**src/rtl/cv32e40px_core_v_xif_pkg.sv**
```systemverilog
// CORE-V-XIF shared constants and the result-buffer entry type.
package cv32e40px_core_v_xif_pkg;

    localparam int X_ID_WIDTH  = 4;
    localparam int X_RFR_WIDTH = 32;
    localparam int X_RD_WIDTH  = 5;

    // One buffered coprocessor result, ordered {id, data, rd, we}.
    typedef struct packed {
        logic [X_ID_WIDTH-1:0]  id;
        logic [X_RFR_WIDTH-1:0] data;
        logic [X_RD_WIDTH-1:0]  rd;
        logic                   we;
    } x_result_entry_t;

    localparam int X_RESULT_ENTRY_W = $bits(x_result_entry_t);

    // A result touches the register file only when it writes a non-zero rd.
    function automatic logic x_result_writes_rf(input x_result_entry_t e);
        return e.we && (e.rd != '0);
    endfunction

endpackage

```
**src/rtl/cv32e40px_x_result_fifo.sv**
```systemverilog
// Circular FIFO holding coprocessor results: storage, read/write pointers
// and an occupancy counter. Pointers wrap naturally (DEPTH is a power of two).
module cv32e40px_x_result_fifo
    import cv32e40px_core_v_xif_pkg::*;
#(
    parameter int DEPTH = 2,
    parameter int WIDTH = X_RESULT_ENTRY_W
) (
    input  logic             clk_i,
    input  logic             rst_ni,
    input  logic             push,
    input  logic [WIDTH-1:0] push_data,
    input  logic             pop,
    output logic [WIDTH-1:0] head_data,
    output logic             empty,
    output logic             full
);

    localparam int PW = $clog2(DEPTH);
    localparam logic [PW-1:0] PTR_ONE    = 1;
    localparam logic [PW:0]   CNT_ONE    = 1;
    localparam logic [PW:0]   FULL_COUNT = (PW+1)'(DEPTH);

    logic [WIDTH-1:0] mem [DEPTH];
    logic [PW-1:0]    wr_ptr;
    logic [PW-1:0]    rd_ptr;
    logic [PW:0]      count;

    // Pointer and occupancy bookkeeping; push+pop together leave count unchanged.
    always_ff @(posedge clk_i) begin
        if (!rst_ni) begin
            wr_ptr <= '0;
            rd_ptr <= '0;
            count  <= '0;
        end else begin
            if (push) wr_ptr <= wr_ptr + PTR_ONE;
            if (pop)  rd_ptr <= rd_ptr + PTR_ONE;
            case ({push, pop})
                2'b10:   count <= count + CNT_ONE;
                2'b01:   count <= count - CNT_ONE;
                default: count <= count;
            endcase
        end
    end

    // Entry storage; contents need no reset because count gates validity.
    always_ff @(posedge clk_i) begin
        if (push) mem[wr_ptr] <= push_data;
    end

    assign head_data = mem[rd_ptr];
    assign empty     = (count == '0);
    assign full      = (count == FULL_COUNT);

endmodule

```
**src/rtl/cv32e40px_x_result_buf.sv**
```systemverilog
// Buffers CORE-V-XIF result transactions and retires them into the register
// file write port, arbitrating against the core WB-stage write. A head that has
// lost arbitration STARVE_LIMIT cycles in a row takes priority and stalls WB.
// Optional feature macro: CV32E40PX_X_RESULT_BYPASS_EN (zero-latency retire
// of a result arriving while the buffer is empty and the port is free).
//
// Handshake: a result is accepted on a cycle where x_result_valid_i and
// x_result_ready_o are both high; ready depends only on registered occupancy,
// and the source holds valid and its payload stable until accepted.
module cv32e40px_x_result_buf
    import cv32e40px_core_v_xif_pkg::*;
#(
    parameter int DEPTH        = 2,
    parameter int STARVE_LIMIT = 4
) (
    input  logic        clk_i,
    input  logic        rst_ni,
    input  logic        x_result_valid_i,
    output logic        x_result_ready_o,
    input  logic [3:0]  x_result_id_i,
    input  logic [31:0] x_result_data_i,
    input  logic [4:0]  x_result_rd_i,
    input  logic        x_result_we_i,
    input  logic        core_wb_we_i,
    output logic        stall_wb_o,
    output logic        rf_we_o,
    output logic [4:0]  rf_waddr_o,
    output logic [31:0] rf_wdata_o,
    output logic        sb_clr_valid_o,
    output logic [4:0]  sb_clr_rd_o,
    output logic [3:0]  last_id_o,
    output logic        empty_o
);

    localparam logic [3:0] STARVE_LIM = 4'(STARVE_LIMIT);

    x_result_entry_t              in_entry;
    x_result_entry_t              head;
    x_result_entry_t              retire_entry;
    logic [X_RESULT_ENTRY_W-1:0]  head_bits;
    logic                         fifo_empty;
    logic                         fifo_full;
    logic                         head_valid;
    logic                         grant;
    logic                         bypass;
    logic                         push;
    logic                         retire_valid;
    logic [3:0]                   starve_cnt;

    assign in_entry = '{id: x_result_id_i, data: x_result_data_i,
                        rd: x_result_rd_i, we: x_result_we_i};

    assign x_result_ready_o = ~fifo_full;
    assign head_valid       = ~fifo_empty;
    assign head             = x_result_entry_t'(head_bits);
    assign empty_o          = fifo_empty;

    // A starved head wins the port; we=0 entries never need the port at all.
    assign stall_wb_o = head_valid & (starve_cnt >= STARVE_LIM);
    assign grant      = head_valid & (~head.we | ~core_wb_we_i | stall_wb_o);

`ifdef CV32E40PX_X_RESULT_BYPASS_EN
    assign bypass = fifo_empty & x_result_valid_i & (~core_wb_we_i | ~x_result_we_i);
`else
    assign bypass = 1'b0;
`endif

    assign push = x_result_valid_i & x_result_ready_o & ~bypass;

    cv32e40px_x_result_fifo #(
        .DEPTH (DEPTH),
        .WIDTH (X_RESULT_ENTRY_W)
    ) u_fifo (
        .clk_i     (clk_i),
        .rst_ni    (rst_ni),
        .push      (push),
        .push_data (in_entry),
        .pop       (grant),
        .head_data (head_bits),
        .empty     (fifo_empty),
        .full      (fifo_full)
    );

    // Select the entry retiring this cycle: the granted head, or a bypassed input.
    always_comb begin
        retire_valid = 1'b0;
        retire_entry = '0;
        if (grant) begin
            retire_valid = 1'b1;
            retire_entry = head;
        end else if (bypass) begin
            retire_valid = 1'b1;
            retire_entry = in_entry;
        end
    end

    // Retire outputs; address/data/rd are zero whenever no write/clear occurs.
    always_comb begin
        rf_we_o        = retire_valid & x_result_writes_rf(retire_entry);
        rf_waddr_o     = rf_we_o ? retire_entry.rd : '0;
        rf_wdata_o     = rf_we_o ? retire_entry.data : '0;
        sb_clr_valid_o = retire_valid & retire_entry.we;
        sb_clr_rd_o    = sb_clr_valid_o ? retire_entry.rd : '0;
    end

    // Remember the id of the most recently retired result.
    always_ff @(posedge clk_i) begin
        if (!rst_ni) begin
            last_id_o <= '0;
        end else if (retire_valid) begin
            last_id_o <= retire_entry.id;
        end
    end

    // Count consecutive cycles a writing head has lost the port.
    always_ff @(posedge clk_i) begin
        if (!rst_ni) begin
            starve_cnt <= '0;
        end else if (grant || !head_valid) begin
            starve_cnt <= '0;
        end else if (head.we && starve_cnt != 4'hF) begin
            starve_cnt <= starve_cnt + 4'd1;
        end
    end

endmodule
```
**config.mk**
```make
export PLATFORM = sky130hd
export DESIGN_NAME = cv32e40px_x_result_buf
export DESIGN_NICKNAME = d
export VERILOG_FILES = /design/src/rtl/cv32e40px_core_v_xif_pkg.sv /design/src/rtl/cv32e40px_x_result_fifo.sv /design/src/rtl/cv32e40px_x_result_buf.sv
export SDC_FILE = /design/constraint.sdc
export NUM_CORES = 1
export LEC_CHECK = 0
export CORE_ASPECT_RATIO = 1.4
export CORE_MARGIN = 4
export CORE_UTILIZATION = 55
export CTS_BUF_LIST = sky130_fd_sc_hd__clkbuf_2
export CTS_CLUSTER_DIAMETER = 40
export DETAILED_ROUTE_END_ITERATION = 8
export MAX_ROUTING_LAYER = met4
export PLACE_DENSITY_LB_ADDON = 0.1
export SLEW_MARGIN = 20
export SYNTH_ARGS = -nofsm -noshare
export SYNTH_HDL_FRONTEND = slang
export SYNTH_SLANG_ARGS = --single-unit
```
**constraint.sdc**
```tcl
create_clock -name clk_i -period 3.4 [get_ports clk_i]
set_input_delay 0.68 -clock clk_i [delete_from_list [all_inputs] [get_ports clk_i]]
set_output_delay 0.68 -clock clk_i [all_outputs]
set_load 0.1 [all_outputs]
```
Word-level counts from Yosys, hierarchy flattened
Memories as Yosys holds them, arrays and structs flattened. A register that Yosys moved wholly into a read port is not among the register bits.
Index checks and enable logic that the tools add are counted.
{"block": "op_classes", "add_sub_neg": 5, "n_lt_le_gt_ge": 1, "n_eq_ne": 4, "muxes": 10, "bitwise_logic": 12, "n_reduce_logical": 7}
{"cell": "42-bit 2-to-1 mux", "n": 1}
{"cell": "32-bit 2-to-1 mux", "n": 1}
{"cell": "5-bit 2-to-1 mux", "n": 2}
{"cell": "1-bit AND", "n": 5}
{"cell": "1-bit 2-to-1 mux", "n": 5}
{"cell": "1-bit inverter", "n": 5}
{"cell": "5-bit nonzero test", "n": 1}
{"cell": "4-bit by 1-bit adder with 4-bit output (second input constant)", "n": 1}
{"cell": "2-bit equality test (second input constant)", "n": 2}
{"cell": "4-bit by 3-bit >= comparator with 1-bit output (second input constant)", "n": 1}
{"cell": "4-bit inequality test (second input constant)", "n": 1}
{"cell": "2-bit case mux with 2 select lines", "n": 1}
{"cell": "1-bit adder (second input constant)", "n": 2}
{"cell": "2-bit by 1-bit adder with 2-bit output (second input constant)", "n": 1}
{"cell": "2-bit by 1-bit equality test with 1-bit output (second input constant)", "n": 1}
{"cell": "1-bit logical AND", "n": 2}
{"cell": "2-bit logical NOT", "n": 1}
{"cell": "1-bit bitwise OR", "n": 2}
{"cell": "2-bit nonzero test", "n": 1}
{"cell": "2-bit OR reduction", "n": 1}
{"cell": "2-bit by 1-bit subtractor with 2-bit output (second input constant)", "n": 1}
{"cell": "1-bit logical OR", "n": 1}
{"block": "totals", "register_bits": 12, "ramBits": 84, "inputBits": 46, "out_inout_bits": 51, "wordCells": 45, "n_memories": 1}
{"memory": "u_fifo.mem", "words": 2, "word_bits": 42, "rd": 1, "rd_clocked_by_memory_dff": 1, "wr": 1, "line": "cv32e40px_x_result_fifo.sv:24", "rtl": "logic [WIDTH-1:0] mem [DEPTH];"}

Logic depth before layout (Yosys ltp)
{"block": "logic_depth", "ltp_word": 10, "mapped_depth": 8, "ltp_nobuf": 7}

Modules after synthesis
Synthesis repeated with hierarchy kept, for this count alone.
{"block": "hier_totals", "cells_unflattened": 240, "area_unflattened_um2": 3932.5}
{"module": "cv32e40px_x_result_fifo", "n_inst": 1, "cells_each": 153, "area_per_inst_um2": 3236.9, "seq_area_each_um2": 2622.5}
{"module": "cv32e40px_x_result_buf", "n_inst": 1, "cells_each": 87, "area_per_inst_um2": 695.7, "seq_area_each_um2": 160.2}

Worst setup path before layout
Ideal clock, no wire load.
{"block": "synth_timing", "path_kind": "register -> output", "from": "register u_fifo.count[0]", "to": "output port rf_wdata_o[0]", "arrival_time_ns": 3.504, "required_time_ns": 2.720, "path_slack_ns": -0.784, "path_stages_with_launch": 5, "path_buffers": 1, "path_cell_list": "dfxtp_1 nor2_1 or3_1 buf_2 nor3_1"}
{"block": "synth_via", "elab_chain_len": 10, "elab_cells_between_ends": 11, "cone_classes": "mux (3); bitwise (5); reduce/logical (3)"}
{"element": "start: declaration", "line": "cv32e40px_x_result_fifo.sv:27", "rtl": "logic [PW:0] count;"}
{"element": "start signal: assignment", "line": "cv32e40px_x_result_fifo.sv:39", "rtl": "2'b10: count <= count + CNT_ONE;"}
{"element": "start signal: assignment", "line": "cv32e40px_x_result_fifo.sv:40", "rtl": "2'b01: count <= count - CNT_ONE;"}
{"element": "start signal: assignment", "line": "cv32e40px_x_result_fifo.sv:41", "rtl": "default: count <= count;"}
{"element": "2-bit logical NOT *", "line": "cv32e40px_x_result_fifo.sv:52", "rtl": "assign empty = (count == '0);"}
{"element": "named net empty_o", "line": "cv32e40px_x_result_buf.sv:32", "rtl": "output logic empty_o"}
{"element": "1-bit inverter *", "line": "cv32e40px_x_result_buf.sv:54", "rtl": "assign head_valid = ~fifo_empty;"}
{"element": "1-bit AND", "line": "cv32e40px_x_result_buf.sv:59", "rtl": "assign stall_wb_o = head_valid & (starve_cnt >= STARVE_LIM);"}
{"element": "1-bit bitwise OR", "line": "cv32e40px_x_result_buf.sv:60", "rtl": "assign grant = head_valid & (~head.we | ~core_wb_we_i | stall_wb_o);"}
{"element": "1-bit AND *", "line": "cv32e40px_x_result_buf.sv:60"}
{"element": "42-bit 2-to-1 mux", "line": "cv32e40px_x_result_buf.sv:88", "rtl": "if (grant) begin"}
{"element": "5-bit nonzero test", "line": "cv32e40px_core_v_xif_pkg.sv:20", "rtl": "return e.we && (e.rd != '0);"}
{"element": "1-bit logical AND", "line": "cv32e40px_core_v_xif_pkg.sv:20"}
{"element": "1-bit AND", "line": "cv32e40px_x_result_buf.sv:99", "rtl": "rf_we_o = retire_valid & x_result_writes_rf(retire_entry);"}
{"element": "32-bit 2-to-1 mux *", "line": "cv32e40px_x_result_buf.sv:101", "rtl": "rf_wdata_o = rf_we_o ? retire_entry.data : '0;"}
{"element": "end: declaration", "line": "cv32e40px_x_result_buf.sv:28", "rtl": "output logic [31:0] rf_wdata_o,"}
Mark *: on every way through the listed nets, which the timed path passes. The rest lies on a longest branch.

Worst setup path after layout
{"block": "layout_timing", "from": "input port core_wb_we_i", "to": "output port rf_wdata_o[31]"}
{"block": "layout_via", "elab_chain_len": 9, "elab_cells_between_ends": 10, "cone_classes": "mux (3); bitwise (5); reduce/logical (2)"}
{"element": "start: declaration", "line": "cv32e40px_x_result_buf.sv:24", "rtl": "input logic core_wb_we_i,"}
{"element": "1-bit inverter *", "line": "cv32e40px_x_result_buf.sv:60"}
{"element": "1-bit bitwise OR * (2 in series)", "line": "cv32e40px_x_result_buf.sv:60"}
{"element": "1-bit AND *", "line": "cv32e40px_x_result_buf.sv:60"}
{"element": "42-bit 2-to-1 mux", "line": "cv32e40px_x_result_buf.sv:88"}
{"element": "5-bit nonzero test", "line": "cv32e40px_core_v_xif_pkg.sv:20"}
{"element": "1-bit logical AND", "line": "cv32e40px_core_v_xif_pkg.sv:20"}
{"element": "1-bit AND", "line": "cv32e40px_x_result_buf.sv:99"}
{"element": "32-bit 2-to-1 mux *", "line": "cv32e40px_x_result_buf.sv:101"}
Mark *: on every way between the ends. The rest lies on a longest branch, timed or not.

==> results.rst <==
.. list-table::
   :header-rows: 1

   * - Metric
     - Value
   * - Post-synthesis net count
     - 302
   * - Commonest non-fill, non-tap cell in the layout
     - sky130_fd_sc_hd__edfxtp_1
   * - Kind of capture point of the worst setup path
     - output port
   * - Total congestion overflow
     - 0
   * - Leak pwr
     - 1.98 nW
   * - Clock transition at the registers of the reported paths
     - 0.25 ns
   * - Worst Tran Pin Value
     - 0.969 ns
   * - Setup-violating endpoint count in the final report
     - 0
   * - Upper clock frequency limit
     - 306 MHz
   * - Wire length of the first global-routing pass
     - 12.8 mm
   * - Post-detail-place hpwl
     - 6.07 mm
   * - Final slew viol count
     - 0
   * - Count of hold buffers inserted by post-cts repair
     - 0
   * - Initial Utilization
     - 56.9%
   * - Layout-stage area growth over the synthesis result
     - 46.2%
   * - Worst-case vdd ir drop
     - 0.591 mV
   * - Placed Instance Area
     - 5740 sq um
   * - Rows
     - 36
   * - Via density per instance
     - 5.30
   * - Minimum period implied by the final worst setup slack
     - 3.26 ns
   * - Drt drc
     - 0
   * - Slew HR
     - 35.2%
   * - Max-Cap Viols
     - 0
   * - Initial DRC count
     - 132
   * - Number of CTS-inserted buffers
     - 9
   * - Average cell area after synthesis
     - 15.7 sq um
   * - Clock latency on the worst-skew pair
     - 0.54 ns
   * - Max H-tree Level
     - 3
   * - Final worst setup slack
     - 0.136 ns
   * - Detailed Routing Iterations Pass 1
     - 4
   * - Cell area after synthesis
     - 4000 sq um
   * - Area of the die
     - 8710 sq um
   * - Final RePlAce weighted congestion
     - 0.731
   * - Number of hold violations in the final report
     - 0
   * - Post-Synthesis Cells
     - 254
   * - Unrepaired setup endpoints after global routing
     - no
   * - Die height
     - 109 um
   * - Share of flip-flops with an asynchronous set or reset
     - 0%
   * - Share of layout cells above drive strength 1
     - 33.1%
   * - Final antenna-violating net count
     - 0
   * - Worst-case clock buffer depth
     - 2
   * - Hold Worst Slack
     - 0.478 ns
   * - Detailed-route via count
     - 2421
   * - Non-filler cells, final
     - 457
   * - Avg WL per Cell
     - 17.9 um
   * - Total wirelength of the detailed-routed design
     - 8.16 mm
   * - GR Util All Layers
     - 21.0%
   * - Largest net degree at the start of global routing
     - 29
   * - Required time worst endpoint
     - 2.72 ns
   * - Number of antenna violations at the first check in global routing
     - 0
   * - Type of origin of the critical path
     - input port
   * - Data arrival at the endpoint of the critical path
     - 2.58 ns
   * - Commonest non-fill, non-tap cells in the layout
     - sky130_fd_sc_hd__edfxtp_1, sky130_fd_sc_hd__clkdlybuf4s50_1, sky130_fd_sc_hd__buf_12, sky130_fd_sc_hd__mux2i_1, sky130_fd_sc_hd__nor3_4
   * - Count of unique library cells instantiated by Yosys
     - 31
   * - Finished Cell Area
     - 5840 sq um
   * - Number of top-level pins
     - 97
   * - Main flop type after synthesis
     - sky130_fd_sc_hd__edfxtp_1
   * - Pre-CTS setup slack
     - 0.121 ns
   * - Outcome
     - completed
   * - Overall die width
     - 80.0 um
   * - Via count of the first global-routing pass
     - 2603
   * - Cell count after placement
     - 441
   * - Number of filler cells placed in the layout
     - 380
   * - Utilization after layout
     - 83.2%
   * - Final worst path period share
     - 96.0%
   * - Count of buffers added by post-CTS timing repair for setup
     - 0
   * - Crit Path Class
     - input port to output port
   * - Floorplan Core Area
     - 7030 sq um
   * - Buffers on Ports
     - 96
   * - PD cells
     - 821 nW/um^2
   * - Maximum fanout count along the critical path
     - 17
   * - Layout Nets
     - 405
   * - Setup clock skew after layout
     - 0.0223 ns
   * - Count of cells resized by post-cts repair
     - 0
   * - Warning count from the yosys run
     - 0
   * - Sequential element share of the synthesized area
     - 69.6%
   * - TritonCTS sink count
     - 97
   * - Cell at the root of the clock tree
     - sky130_fd_sc_hd__clkbuf_2
   * - Clock tree from TritonCTS
     - built
   * - Post-synth EDFFs
     - 84
   * - Number of antenna cells inserted
     - 0
   * - Hold Path Class
     - flip-flop to flip-flop
   * - FF+latch count, synth
     - 97
==> layout make-up <==
type | instances | area [sq um] | area share [%]
Clock buffer | 10 | 50.0 | 0.857
Clock inverter | 6 | 57.6 | 0.985
Inverter | 5 | 18.8 | 0.321
Multi-Input combinational cell | 137 | 1310 | 22.5
Sequential cell | 97 | 2780 | 47.6
Tap cell | 95 | 119 | 2.03
Timing Repair Buffer | 107 | 1500 | 25.7
==> cell families after synthesis <==
group                      Yosys count  share of synthesized area [%]
xor gates and xnor gates             2                          0.438
AOI/OAI and AO/OA                   14                           2.29
adders and majority gates            2                          0.626
buffers and inverters               20                           2.97
DFF                                 97                           69.6
other                                1                         0.0938
muxes                               45                           11.3
and+or+nand+nor                     73                           12.6
==> through the flow <==
| stage | TNS (ns) | power [mW] |
|---|---|---|
| floorplan | -3.21 | 3.48 |
| global placement | 0 | 4.25 |
| detailed placement | 0 | 4.31 |
| CTS | 0 | 4.84 |
| global route | 0 | 4.98 |
| finish | 0 | 4.80 |
==> report_power, final <==
part           internal (mW)  switching, mW  total [mW]
Combinational          0.906           1.81        2.72
Clock                  0.171          0.360       0.531
Sequential              1.48         0.0678        1.55
==> state kept, by name, summed over array words and instances (netlist names), named ones only <==
signal / cells
u_fifo.mem: 84
u_fifo.rd_ptr: 1
u_fifo.wr_ptr: 1
starve_cnt: 4
last_id_o: 4
u_fifo.count: 2
==> path summary, 6_finish.rpt <==
path,depth (start not counted),endpoint,slack [ns],startpoint
min reg2reg,2,last_id_o[1],0.48,last_id_o[1]
min,2,last_id_o[1],0.48,last_id_o[1]
max,5,rf_wdata_o[31],0.14,core_wb_we_i
max reg2reg,7,u_fifo.count[1],0.94,flip-flop
==> metal layers <==
metal	track usage, %	vias up	wire length, um
met5	-	-	0
met4	11.1	0	210
met3	3.64	14	392
met2	37.3	74	4530
met1	21.9	1171	3030
li1	-	1162	-
==> Yosys cell counts (all sizes together) (2+ instances only) <==
cell / count / share of area, %
a21oi: 4 / 0.50
and3: 2 / 0.31
buf: 14 / 2.4
dfxtp: 13 / 6.5
edfxtp: 84 / 63
ha: 2 / 0.63
inv: 5 / 0.47
mux2i: 44 / 11
nand2: 6 / 0.56
nand2b: 6 / 0.94
nand3b: 2 / 0.38
nor2: 18 / 1.7
nor3: 32 / 7.5
o211ai: 4 / 0.75
o21ai: 3 / 0.38
or3: 3 / 0.47
==> critical path: stages <==
cell	delay, ns
sky130_fd_sc_hd__clkdlybuf4s50_1	0.39
sky130_fd_sc_hd__nor3b_1	0.17
sky130_fd_sc_hd__or3_4	0.54
sky130_fd_sc_hd__nor3_1	0.53
sky130_fd_sc_hd__buf_12	0.25
(Power assumes the default switching activity.)
